===== config.mk =====
export PLATFORM = sky130hd
export DESIGN_NAME = dose_scheduler
export DESIGN_NICKNAME = d
export VERILOG_FILES = /design/src/rtl/dose_sched_pkg.sv /design/src/rtl/dose_rr_arbiter.sv /design/src/rtl/dose_scheduler.sv
export SDC_FILE = /design/constraint.sdc
export NUM_CORES = 1
export LEC_CHECK = 0
export BUFFER_PORTS_ARGS = -buffer_cell sky130_fd_sc_hd__buf_2
export CAP_MARGIN = 30
export CORE_MARGIN = 2
export CORE_UTILIZATION = 54
export CTS_BUF_LIST = sky130_fd_sc_hd__clkbuf_16
export DETAILED_ROUTE_END_ITERATION = 7
export PLACE_DENSITY = 0.71
export SYNTH_ARGS = -nofsm -noshare
export SYNTH_HDL_FRONTEND = slang
export SYNTH_SLANG_ARGS = --single-unit
export TNS_END_PERCENT = 1

===== constraint.sdc =====
create_clock -name clk -period 6.5 [get_ports clk]
set_clock_uncertainty 0.05 [all_clocks]
set_input_delay 0.65 -clock clk [delete_from_list [all_inputs] [get_ports clk]]
set_output_delay 0.65 -clock clk [all_outputs]
set_load 0.05 [all_outputs]

===== src/rtl/dose_sched_pkg.sv =====
// Shared types for the dose scheduler: FSM state encoding, countdown width and
// the per-slot prescription record.
package dose_sched_pkg;

    typedef enum logic [1:0] {
        IDLE  = 2'd0,
        RUN   = 2'd1,
        ALERT = 2'd2
    } state_e;

    // Wide enough for 15 units of 3600 seconds.
    localparam int CNT_W      = 17;
    localparam int SLOT_ID_W  = 8;
    localparam int SLOT_INT_W = 8;

    typedef struct packed {
        logic                  valid;
        logic [SLOT_ID_W-1:0]  id;
        logic [SLOT_INT_W-1:0] interval;
        logic [CNT_W-1:0]      countdown;
        logic                  due;
    } slot_t;

endpackage


===== src/rtl/dose_rr_arbiter.sv =====
// Combinational round-robin pick among due slots, searching from last_i+1
// upward with wrap-around.
module dose_rr_arbiter
    import dose_sched_pkg::*;
#(
    parameter  int NUM_SLOTS = 4,
    localparam int IDX_W     = $clog2(NUM_SLOTS)
) (
    input  logic [NUM_SLOTS-1:0] req_i,
    input  logic [IDX_W-1:0]     last_i,
    output logic                 grant_valid_o,
    output logic [IDX_W-1:0]     grant_idx_o
);

    logic [IDX_W-1:0] cand_s;

    // First requester after last_i wins; NUM_SLOTS is a power of two so the index wraps naturally.
    always_comb begin
        grant_valid_o = 1'b0;
        grant_idx_o   = '0;
        cand_s        = '0;
        for (int k = 1; k <= NUM_SLOTS; k++) begin
            cand_s = last_i + IDX_W'(k);
            if (!grant_valid_o && req_i[cand_s]) begin
                grant_valid_o = 1'b1;
                grant_idx_o   = cand_s;
            end else begin
                grant_valid_o = grant_valid_o;
            end
        end
    end

endmodule


===== src/rtl/dose_scheduler.sv =====
// Multi-slot prescription scheduler with round-robin alarm presentation.
// Optional missed-dose counter and port enabled by DOSE_SCHED_MISSED_EN.
module dose_scheduler
    import dose_sched_pkg::*;
#(
    parameter int NUM_SLOTS     = 4,
    parameter int ID_W          = 4,
    parameter int INT_W         = 4,
    parameter int SEC_PER_UNIT  = 3600,
    parameter int ALERT_TIMEOUT = 300
) (
    input  logic                         clk,
    input  logic                         reset,
    input  logic                         tick_1s,
    input  logic                         load,
    input  logic [$clog2(NUM_SLOTS)-1:0] load_slot,
    input  logic [ID_W-1:0]              load_id,
    input  logic [INT_W-1:0]             load_int,
    input  logic                         start,
    input  logic                         stop,
    input  logic                         ack,
    output logic                         running,
    output logic                         alarm,
    output logic [ID_W-1:0]              alarm_id,
    output logic [$clog2(NUM_SLOTS)-1:0] alarm_slot,
    output logic [NUM_SLOTS-1:0]         due_mask
`ifdef DOSE_SCHED_MISSED_EN
    ,
    output logic [7:0]                   missed_count
`endif
);

    localparam int IDX_W = $clog2(NUM_SLOTS);
    localparam int TO_W  = $clog2(ALERT_TIMEOUT + 1);

    localparam logic [1:0]      ST_IDLE  = IDLE;
    localparam logic [1:0]      ST_RUN   = RUN;
    localparam logic [1:0]      ST_ALERT = ALERT;
    localparam logic [TO_W-1:0] TO_LAST  = TO_W'(ALERT_TIMEOUT - 1);

    logic [1:0]           state_q, state_d;
    slot_t                slots_q [NUM_SLOTS];
    slot_t                slots_d [NUM_SLOTS];
    logic [IDX_W-1:0]     last_q, last_d;
    logic [IDX_W-1:0]     win_q, win_d;
    logic [ID_W-1:0]      alarm_id_q, alarm_id_d;
    logic [TO_W-1:0]      to_cnt_q, to_cnt_d;
    logic                 running_q, alarm_q;

    logic [NUM_SLOTS-1:0] due_s, clr_s;
    logic                 grant_valid_s;
    logic [IDX_W-1:0]     grant_idx_s;
    logic                 active_s, tick_en_s, ack_en_s, timeout_s, any_valid_s;

`ifdef DOSE_SCHED_MISSED_EN
    logic [7:0]           inc_s, missed_q, missed_d;
    logic [8:0]           miss_sum_s;
`endif

    function automatic logic [CNT_W-1:0] reload_of(input logic [SLOT_INT_W-1:0] iv);
        reload_of = CNT_W'(iv) * CNT_W'(SEC_PER_UNIT);
    endfunction

    // Collect per-slot due flags for the arbiter and the due_mask output.
    always_comb begin
        due_s = '0;
        for (int i = 0; i < NUM_SLOTS; i++) begin
            due_s[i] = slots_q[i].due;
        end
    end

    dose_rr_arbiter #(
        .NUM_SLOTS (NUM_SLOTS)
    ) u_arb (
        .req_i         (due_s),
        .last_i        (last_q),
        .grant_valid_o (grant_valid_s),
        .grant_idx_o   (grant_idx_s)
    );

    // Event qualification: stop overrides tick, ack and timeout; ack beats a coincident timeout.
    always_comb begin
        active_s  = (state_q == ST_RUN) || (state_q == ST_ALERT);
        tick_en_s = tick_1s && active_s && !stop;
        ack_en_s  = ack && (state_q == ST_ALERT) && !stop;
        timeout_s = tick_1s && (state_q == ST_ALERT) && !stop && !ack && (to_cnt_q == TO_LAST);
        clr_s     = '0;
        if (ack_en_s || timeout_s) begin
            clr_s[win_q] = 1'b1;
        end else begin
            clr_s = '0;
        end
    end

    // Slot table update: load in IDLE, countdown and due on ticks. A due set by this tick survives a clear.
    always_comb begin
        slots_d     = slots_q;
        any_valid_s = 1'b0;
`ifdef DOSE_SCHED_MISSED_EN
        inc_s       = 8'd0;
`endif
        for (int i = 0; i < NUM_SLOTS; i++) begin
            if (load && (state_q == ST_IDLE) && (load_slot == IDX_W'(i))) begin
                slots_d[i].valid     = (load_int != '0);
                slots_d[i].id        = SLOT_ID_W'(load_id);
                slots_d[i].interval  = SLOT_INT_W'(load_int);
                slots_d[i].countdown = reload_of(SLOT_INT_W'(load_int));
                slots_d[i].due       = 1'b0;
            end else if (tick_en_s && slots_q[i].valid) begin
                if (slots_q[i].countdown > CNT_W'(1)) begin
                    slots_d[i].countdown = slots_q[i].countdown - CNT_W'(1);
                    slots_d[i].due       = slots_q[i].due & ~clr_s[i];
                end else begin
                    slots_d[i].countdown = reload_of(slots_q[i].interval);
                    slots_d[i].due       = 1'b1;
`ifdef DOSE_SCHED_MISSED_EN
                    if (slots_q[i].due && !clr_s[i]) begin
                        inc_s = inc_s + 8'd1;
                    end else begin
                        inc_s = inc_s;
                    end
`endif
                end
            end else begin
                slots_d[i].due = slots_q[i].due & ~clr_s[i];
            end
            any_valid_s = any_valid_s | slots_d[i].valid;
        end
`ifdef DOSE_SCHED_MISSED_EN
        if (timeout_s) begin
            inc_s = inc_s + 8'd1;
        end else begin
            inc_s = inc_s;
        end
`endif
    end

    // Main FSM; the winner is latched on entry to ALERT.
    always_comb begin
        state_d    = state_q;
        last_d     = last_q;
        win_d      = win_q;
        alarm_id_d = alarm_id_q;
        to_cnt_d   = to_cnt_q;
        case (state_q)
            ST_IDLE: begin
                if (start && any_valid_s) begin
                    state_d = ST_RUN;
                end else begin
                    state_d = ST_IDLE;
                end
            end
            ST_RUN: begin
                if (stop) begin
                    state_d = ST_IDLE;
                end else if (grant_valid_s) begin
                    state_d    = ST_ALERT;
                    win_d      = grant_idx_s;
                    alarm_id_d = ID_W'(slots_q[grant_idx_s].id);
                    to_cnt_d   = '0;
                end else begin
                    state_d = ST_RUN;
                end
            end
            ST_ALERT: begin
                if (stop) begin
                    state_d = ST_IDLE;
                end else if (ack_en_s || timeout_s) begin
                    state_d  = ST_RUN;
                    last_d   = win_q;
                    to_cnt_d = '0;
                end else if (tick_1s) begin
                    to_cnt_d = to_cnt_q + TO_W'(1);
                end else begin
                    to_cnt_d = to_cnt_q;
                end
            end
            default: begin
                state_d = ST_IDLE;
            end
        endcase
    end

    // State and output registers.
    always_ff @(posedge clk) begin
        if (reset) begin
            state_q    <= ST_IDLE;
            last_q     <= IDX_W'(NUM_SLOTS - 1);
            win_q      <= '0;
            alarm_id_q <= '0;
            to_cnt_q   <= '0;
            running_q  <= 1'b0;
            alarm_q    <= 1'b0;
            for (int i = 0; i < NUM_SLOTS; i++) begin
                slots_q[i] <= '0;
            end
        end else begin
            state_q    <= state_d;
            last_q     <= last_d;
            win_q      <= win_d;
            alarm_id_q <= alarm_id_d;
            to_cnt_q   <= to_cnt_d;
            running_q  <= (state_d != ST_IDLE);
            alarm_q    <= (state_d == ST_ALERT);
            for (int i = 0; i < NUM_SLOTS; i++) begin
                slots_q[i] <= slots_d[i];
            end
        end
    end

`ifdef DOSE_SCHED_MISSED_EN
    // Saturating missed-dose accumulation.
    always_comb begin
        miss_sum_s = 9'(missed_q) + 9'(inc_s);
        if (miss_sum_s > 9'd255) begin
            missed_d = 8'd255;
        end else begin
            missed_d = miss_sum_s[7:0];
        end
    end

    // Missed counter register, cleared only by reset.
    always_ff @(posedge clk) begin
        if (reset) begin
            missed_q <= 8'd0;
        end else begin
            missed_q <= missed_d;
        end
    end

    assign missed_count = missed_q;
`endif

    assign running    = running_q;
    assign alarm      = alarm_q;
    assign alarm_id   = alarm_id_q;
    assign alarm_slot = win_q;
    assign due_mask   = due_s;

endmodule


# Word-level counts from Yosys, hierarchy flattened
# Index checks and enable logic that the tools add are counted.
[classes] mux=54 eq_ne=11 n_mul=5 n_shift=0 order_cmp=11 n_div=0 reduce_logical=45 n_addsub=8 bitwise=13
[op_table] operator="17-bit 2-to-1 mux" n=8
[op_table] operator="18-bit 2-to-1 mux" n=4
[op_table] operator="35-bit binary-select mux with 2-bit select" n=1
[op_table] operator="17-bit by 1-bit greater-than comparator with 1-bit output, second input constant" n=4
[op_table] operator="17-bit by 1-bit subtractor with 17-bit output, second input constant" n=4
[op_table] operator="16-bit 2-to-1 mux" n=4
[op_table] operator="4-bit by 8-bit multiplier with 12-bit output, second input constant" n=5
[op_table] operator="30-bit 2-to-1 mux" n=2
[op_table] operator="9-bit 2-to-1 mux" n=5
[op_table] operator="1-bit logical AND" n=22
[op_table] operator="9-bit one-hot mux with 2 select lines" n=1
[op_table] operator="2-bit 2-to-1 mux" n=8
[op_table] operator="2-bit by 3-bit < comparator with 1-bit output, second input constant" n=5
[op_table] operator="1-bit 2-to-1 mux" n=14
[op_table] operator="2-bit nonzero test" n=6
[op_table] operator="9-bit by 1-bit adder with 9-bit output, second input constant" n=1
[op_table] operator="9-bit == test, second input constant" n=1
[op_table] operator="1-bit binary-select mux with 2-bit select" n=4
[op_table] operator="2-bit == test, second input constant" n=4
[op_table] operator="2-bit OR reduction" n=4
[op_table] operator="2-bit inequality test, second input constant" n=3
[op_table] operator="2-bit one-hot mux with 3 select lines" n=1
[op_table] operator="3-bit AND reduction" n=2
[op_table] operator="1-bit zero test" n=5
[op_table] operator="16 further kinds" n=29
[totals] input_bits=17 regBits=129 latch_bits=0 n_memories=0 mem_bits_rw=0 mem_bits_ro=0 word_cells=178

# Depth between registers and ports, before layout
[depth] ltp_word=17 mapped_depth=13 mapped_depth_nobuf=12

# By module
# A second synthesis with hierarchy kept.
[hier_totals] cells_unflattened=1031 hier_area_um2=8250.4
[modules_own_cells] module="dose_scheduler" cells_each=1017 instances=1 seq_area_each_um2=2582.5 area_each_um2=8159.1
[modules_own_cells] module="dose_rr_arbiter" cells_each=14 instances=1 seq_area_each_um2=0.0 area_each_um2=91.3

# Worst setup path after synthesis
# OpenSTA, ideal clock, no wires.
[synth_path] kind="input to register" from="input port load_int[3]" to="register slots_q[51] (netlist bit)" stages=13 setup_time_ps=86 arrival_time_ps=2939 n_path_buf=1 path_slack_ps=3425 cell_sequence="clkbuf_1 -> inv_1 -> fa_1 -> inv_1 -> ha_1 -> inv_1 -> fa_1 -> inv_1 -> a21o_1 -> a21oi_1 -> xnor2_1 -> nor2_1 -> a211oi_1"
[synth_via] elab_chain_cells=2
[synth_lines] element="start: declaration" line_no="dose_scheduler.sv:18" rtl="input logic [INT_W-1:0] load_int,"
[synth_lines] element="4-bit by 8-bit multiplier with 12-bit output" line_no="dose_scheduler.sv:61" rtl="reload_of = CNT_W'(iv) * CNT_W'(SEC_PER_UNIT);"
[synth_lines] element="17-bit 2-to-1 mux" line_no="dose_scheduler.sv:103" rtl="if (load && (state_q == ST_IDLE) && (load_slot == IDX_W'(i))) begin"
[synth_lines] element="end signal: indexed assignment" line_no="dose_scheduler.sv:206" rtl="slots_q[i] <= slots_d[i];"
[synth_lines] element="end: declaration" line_no="dose_scheduler.sv:42" rtl="slot_t slots_q [NUM_SLOTS];"
# Every way passes these cells.
# A chain may end at the register's enable or synchronous reset.

# Worst setup path in the final report
[layout_path] from="input port load_int[1]" to="register slots_q[16] (netlist bit)"
# The elaborated chain is that of the path after synthesis.

==> results.md <==
* Status: finished clean
* Max-slew violation total from the final report at 0
* Final-layout fill cell count at 1,383
* Total negative setup slack at 0 ns
* Global placer's final weighted congestion at 0.914
* DIE HEIGHT at roughly 130 µm
* Final worst setup slack at around 3.2 ns
* Remaining global-route overflow at 0
* Post-route non-filler standard cell count at 1,242
* Share of total power consumed by net switching at 29.7%
* Clk buf depth at 2
* Distinct cells, synth at 68
* Worst reg2reg path startpoint: slots_q[54]$_SDFFE_PP0P_
* Arrival time worst endpoint at about 3.6 ns
* Ys async rst share at 0%
* Via count of the first global-routing pass at around 7,000
* Number of port buffers at 28
* Clock latency reported for the late side of the worst-skew pair at 0.43 ns
* Synthesized area per cell at 7.95 µm²
* Clk slew on worst S/H paths at 0.06 ns
* Internal Dissipation at 0.00156 W
* Flop2flop setup slack at 3.37 ns
* DR top layer: met4
* Biggest area contributors in the synthesized netlist: dfxtp_1 (31%), ha_1 (11%), a21oi_1 (6.8%)
* Sum of met3 wire segment lengths after detailed routing at roughly 1.3 mm
* Cts hold-fix bufs at 0
* Leakage power at around 3.9 nW
* Clock buffer count from CTS at 17
* Count of standard-cell rows at 45
* Crit-path max FO at 9
* Area share of the largest cell type after synthesis at 31.2%
* Wire length of the first global-routing pass at 35.2 mm
* Critical path cell sequence: buf_2, inv_1, fa_1, inv_1, ha_1, inv_1, fa_1, inv_1, a21o_1, a21oi_1, xnor2_1, a22oi_1, o21ai_0
* Number of enable-type register cells in the synthesized netlist at 0
* Relative contribution of combinational cells to total power at 17.1%
* Reported net switching power at ~0.00066 W
* Number of buffers inserted to repair setup after CTS at 0
* Pin count of the biggest net entering global routing at 74
* Achievable Freq at 306 MHz
* Critical Path Max Stage Delay at ~0.56 ns
* Final min period at between 3 and 4 ns
* Cell with the largest stage delay on the worst path: fa_1
* Wire length reported by the detailed router at roughly 21 mm
* Worst Min Path Start: slots_q[29]$_SDFFE_PP0P_
* Full die area at between 15,000 and 20,000 µm²
* Post-synthesis instance total at roughly 1,000
* Register bit total from synthesis at 129
* Crit path required time at 6.80 ns
* Layout cells sized above 1 at 8.06%
* Clock sink count at ~130
* Routed wirelength normalized by instance count at 17.2 µm
* First DRT Iteration DRCs at 661
* Initial core utilization at 54.9%
* Quantity of gates resized following cts at 0
* Final Cycle Share at roughly 50%
* YS warnings at 0
* Total iterations of the first detailed-routing run at 6
* Dpl ws at 2.83 ns
* Detailed-route DRC error count at 0
* Number of placed I/O pins at 29
* Crit path launch type: input pin
* CP endpoint kind: register
* Max rail drop VDD at 190 µV
* Combined area of the multi-input logic cells at 5300 µm²
* Relative contribution of the clock network to total power at between 40% and 50%
* Mapped cell area at ~8300 µm²
* R2r worst-path depth at 9
* Worst Path Class, Setup: in -> reg
* Overall Global Routing Usage at 27.0%
* Count of antenna-violating nets left after detailed routing at 0
* Cell count of the worst hold path at 2
* Overall die width at 128 µm
* Min-Delay Endpoint: slots_q[29]$_SDFFE_PP0P_
* Most used flip-flop cell after synthesis: dfxtp_1
* Clock root buffer: clkbuf_16
* Top cell types by occurrence after synthesis: dfxtp_1 (129), nand2_1 (129), a21oi_1 (112)
* CTS H-tree depth at 4
* Total vias in the final route at ~7,500
* Most used cell along the critical path: inv_1
* Core ar. at ~15,000 µm²
* # placed instances at 1,210
* CTS tree: yes
* Count of endpoints failing setup in the final report at 0
* Reg power frac at about 38%
* Wl on met1 at 9.89 mm
* Net count of the mapped netlist at 1,143
* Sequential cell area at 2580 µm²
* Final hold viol count at 0
* Final antenna diode count at 0
* Length of routed met2 wiring at slightly below 10 mm
* Number of nets in the layout at 1,143
* Leading area contributor after synthesis: dfxtp_1
* Via-to-Cell Ratio at 6.04
* Sequential-to-total area share from yosys stat at 31.2%
* Post-DP HPWL at 14.9 mm
* Antenna violations before repair at 0
* Type of the tightest min-delay check: reg -> reg
* Power per Cell Area at 243 nW/µm²
* Slew of the pin with the lowest slew margin at 1.03 ns
* Layout-stage area growth over the synthesis result at 10.0%
* Max capacitance violation total at 0
* Reg2Reg Capture Point: slots_q[49]$_SDFFE_PP0P_
* Unrepaired setup endpoints after global routing: no
* Worst slew margin relative to its limit at 31.0%
## worst max path at each step
stage,start,endpoint,cells after the start
after floorplan,load_int[3],slots_q[51]$_SDFFE_PP0P_,13
after CTS,load_int[1],slots_q[16]$_SDFFE_PP0P_,13
after detailed placement,load_int[1],slots_q[16]$_SDFFE_PP0P_,13
after global routing,load_int[1],slots_q[16]$_SDFFE_PP0P_,13
final,load_int[1],slots_q[16]$_SDFFE_PP0P_,13
after global placement,load_int[1],slots_q[16]$_SDFFE_PP0P_,13
## worst max-delay path: cells and delay by family
kind	cells	cell delay, ns
AO/OA/AOI/OAI	4	0.53
XOR/XNOR	1	0.47
adder cells (fa/ha/maj)	3	1.31
buffers and inverters	5	0.61
## cells in the final DEF (no fill, tap or decap), types with 20 or more instances in the layout
| cell type | n |
|---|---|
| dfxtp_1 | 129 |
| ha_1 | 70 |
| a21oi_1 | 112 |
| nor4_1 | 20 |
| inv_1 | 47 |
| xor2_1 | 27 |
| nand2_1 | 129 |
| nor3_1 | 36 |
| nor2_1 | 94 |
| o21ai_0 | 51 |
| buf_2 | 28 |
## routing by layer
metal / GRT usage, % / vias up
met5: 0 / -
met4: 10.9 / 0
met3: 5.05 / 43
met2: 42.2 / 233
met1: 37.0 / 3508
li1: - / 3712
## kinds of logic after synthesis
family                     synth area share (%)
adders and majority gates                  14.2
DFF                                        31.2
buffers and inverters                      5.03
muxes                                      1.47
AOI/OAI and AO/OA                          20.8
xor gates and xnor gates                   4.87
and+or+nand+nor                            22.5
## state kept, by name, summed over array words and instances (netlist names)
register	cells
running	1
due_mask	4
to_cnt_q	9
slots_q	104
alarm_slot	2
state_q	2
alarm_id	4
last_q	2
alarm	1
## power by group through the flow
stage	Sequential, W	Clock, W	Combinational [W]
after global routing	0.000843	0.00104	0.000421
after global placement	0.000856	0	0.000366
after detailed placement	0.000857	0	0.000372
after CTS	0.000839	0.00101	0.000375
final	0.000841	0.000998	0.000379
after floorplan	0.000851	0	0.000286
## final cells by class
| class | instances | area share [%] |
|---|---|---|
| inverters | 47 | 1.94 |
| clock inverters | 15 | 2.02 |
| repair buffers | 37 | 2.28 |
| flip-flops and latches | 129 | 28.4 |
| multi-input cells | 809 | 58.2 |
| well taps | 188 | 2.58 |
| clock buffers | 17 | 4.67 |
## metrics by stage
step                instance area (µm²)  util (%)  total power [W]  hold WS (ns)
global placement                   8490      56.3          0.00122         0.393
global route                       9110      60.4          0.00231         0.423
floorplan                          8280         -          0.00114         0.386
CTS                                9110      60.4          0.00222         0.405
finish                             9110      60.4          0.00222         0.403
detailed placement                 8500      56.3          0.00123         0.397
Note: power is estimated with default switching activity, not from simulation.
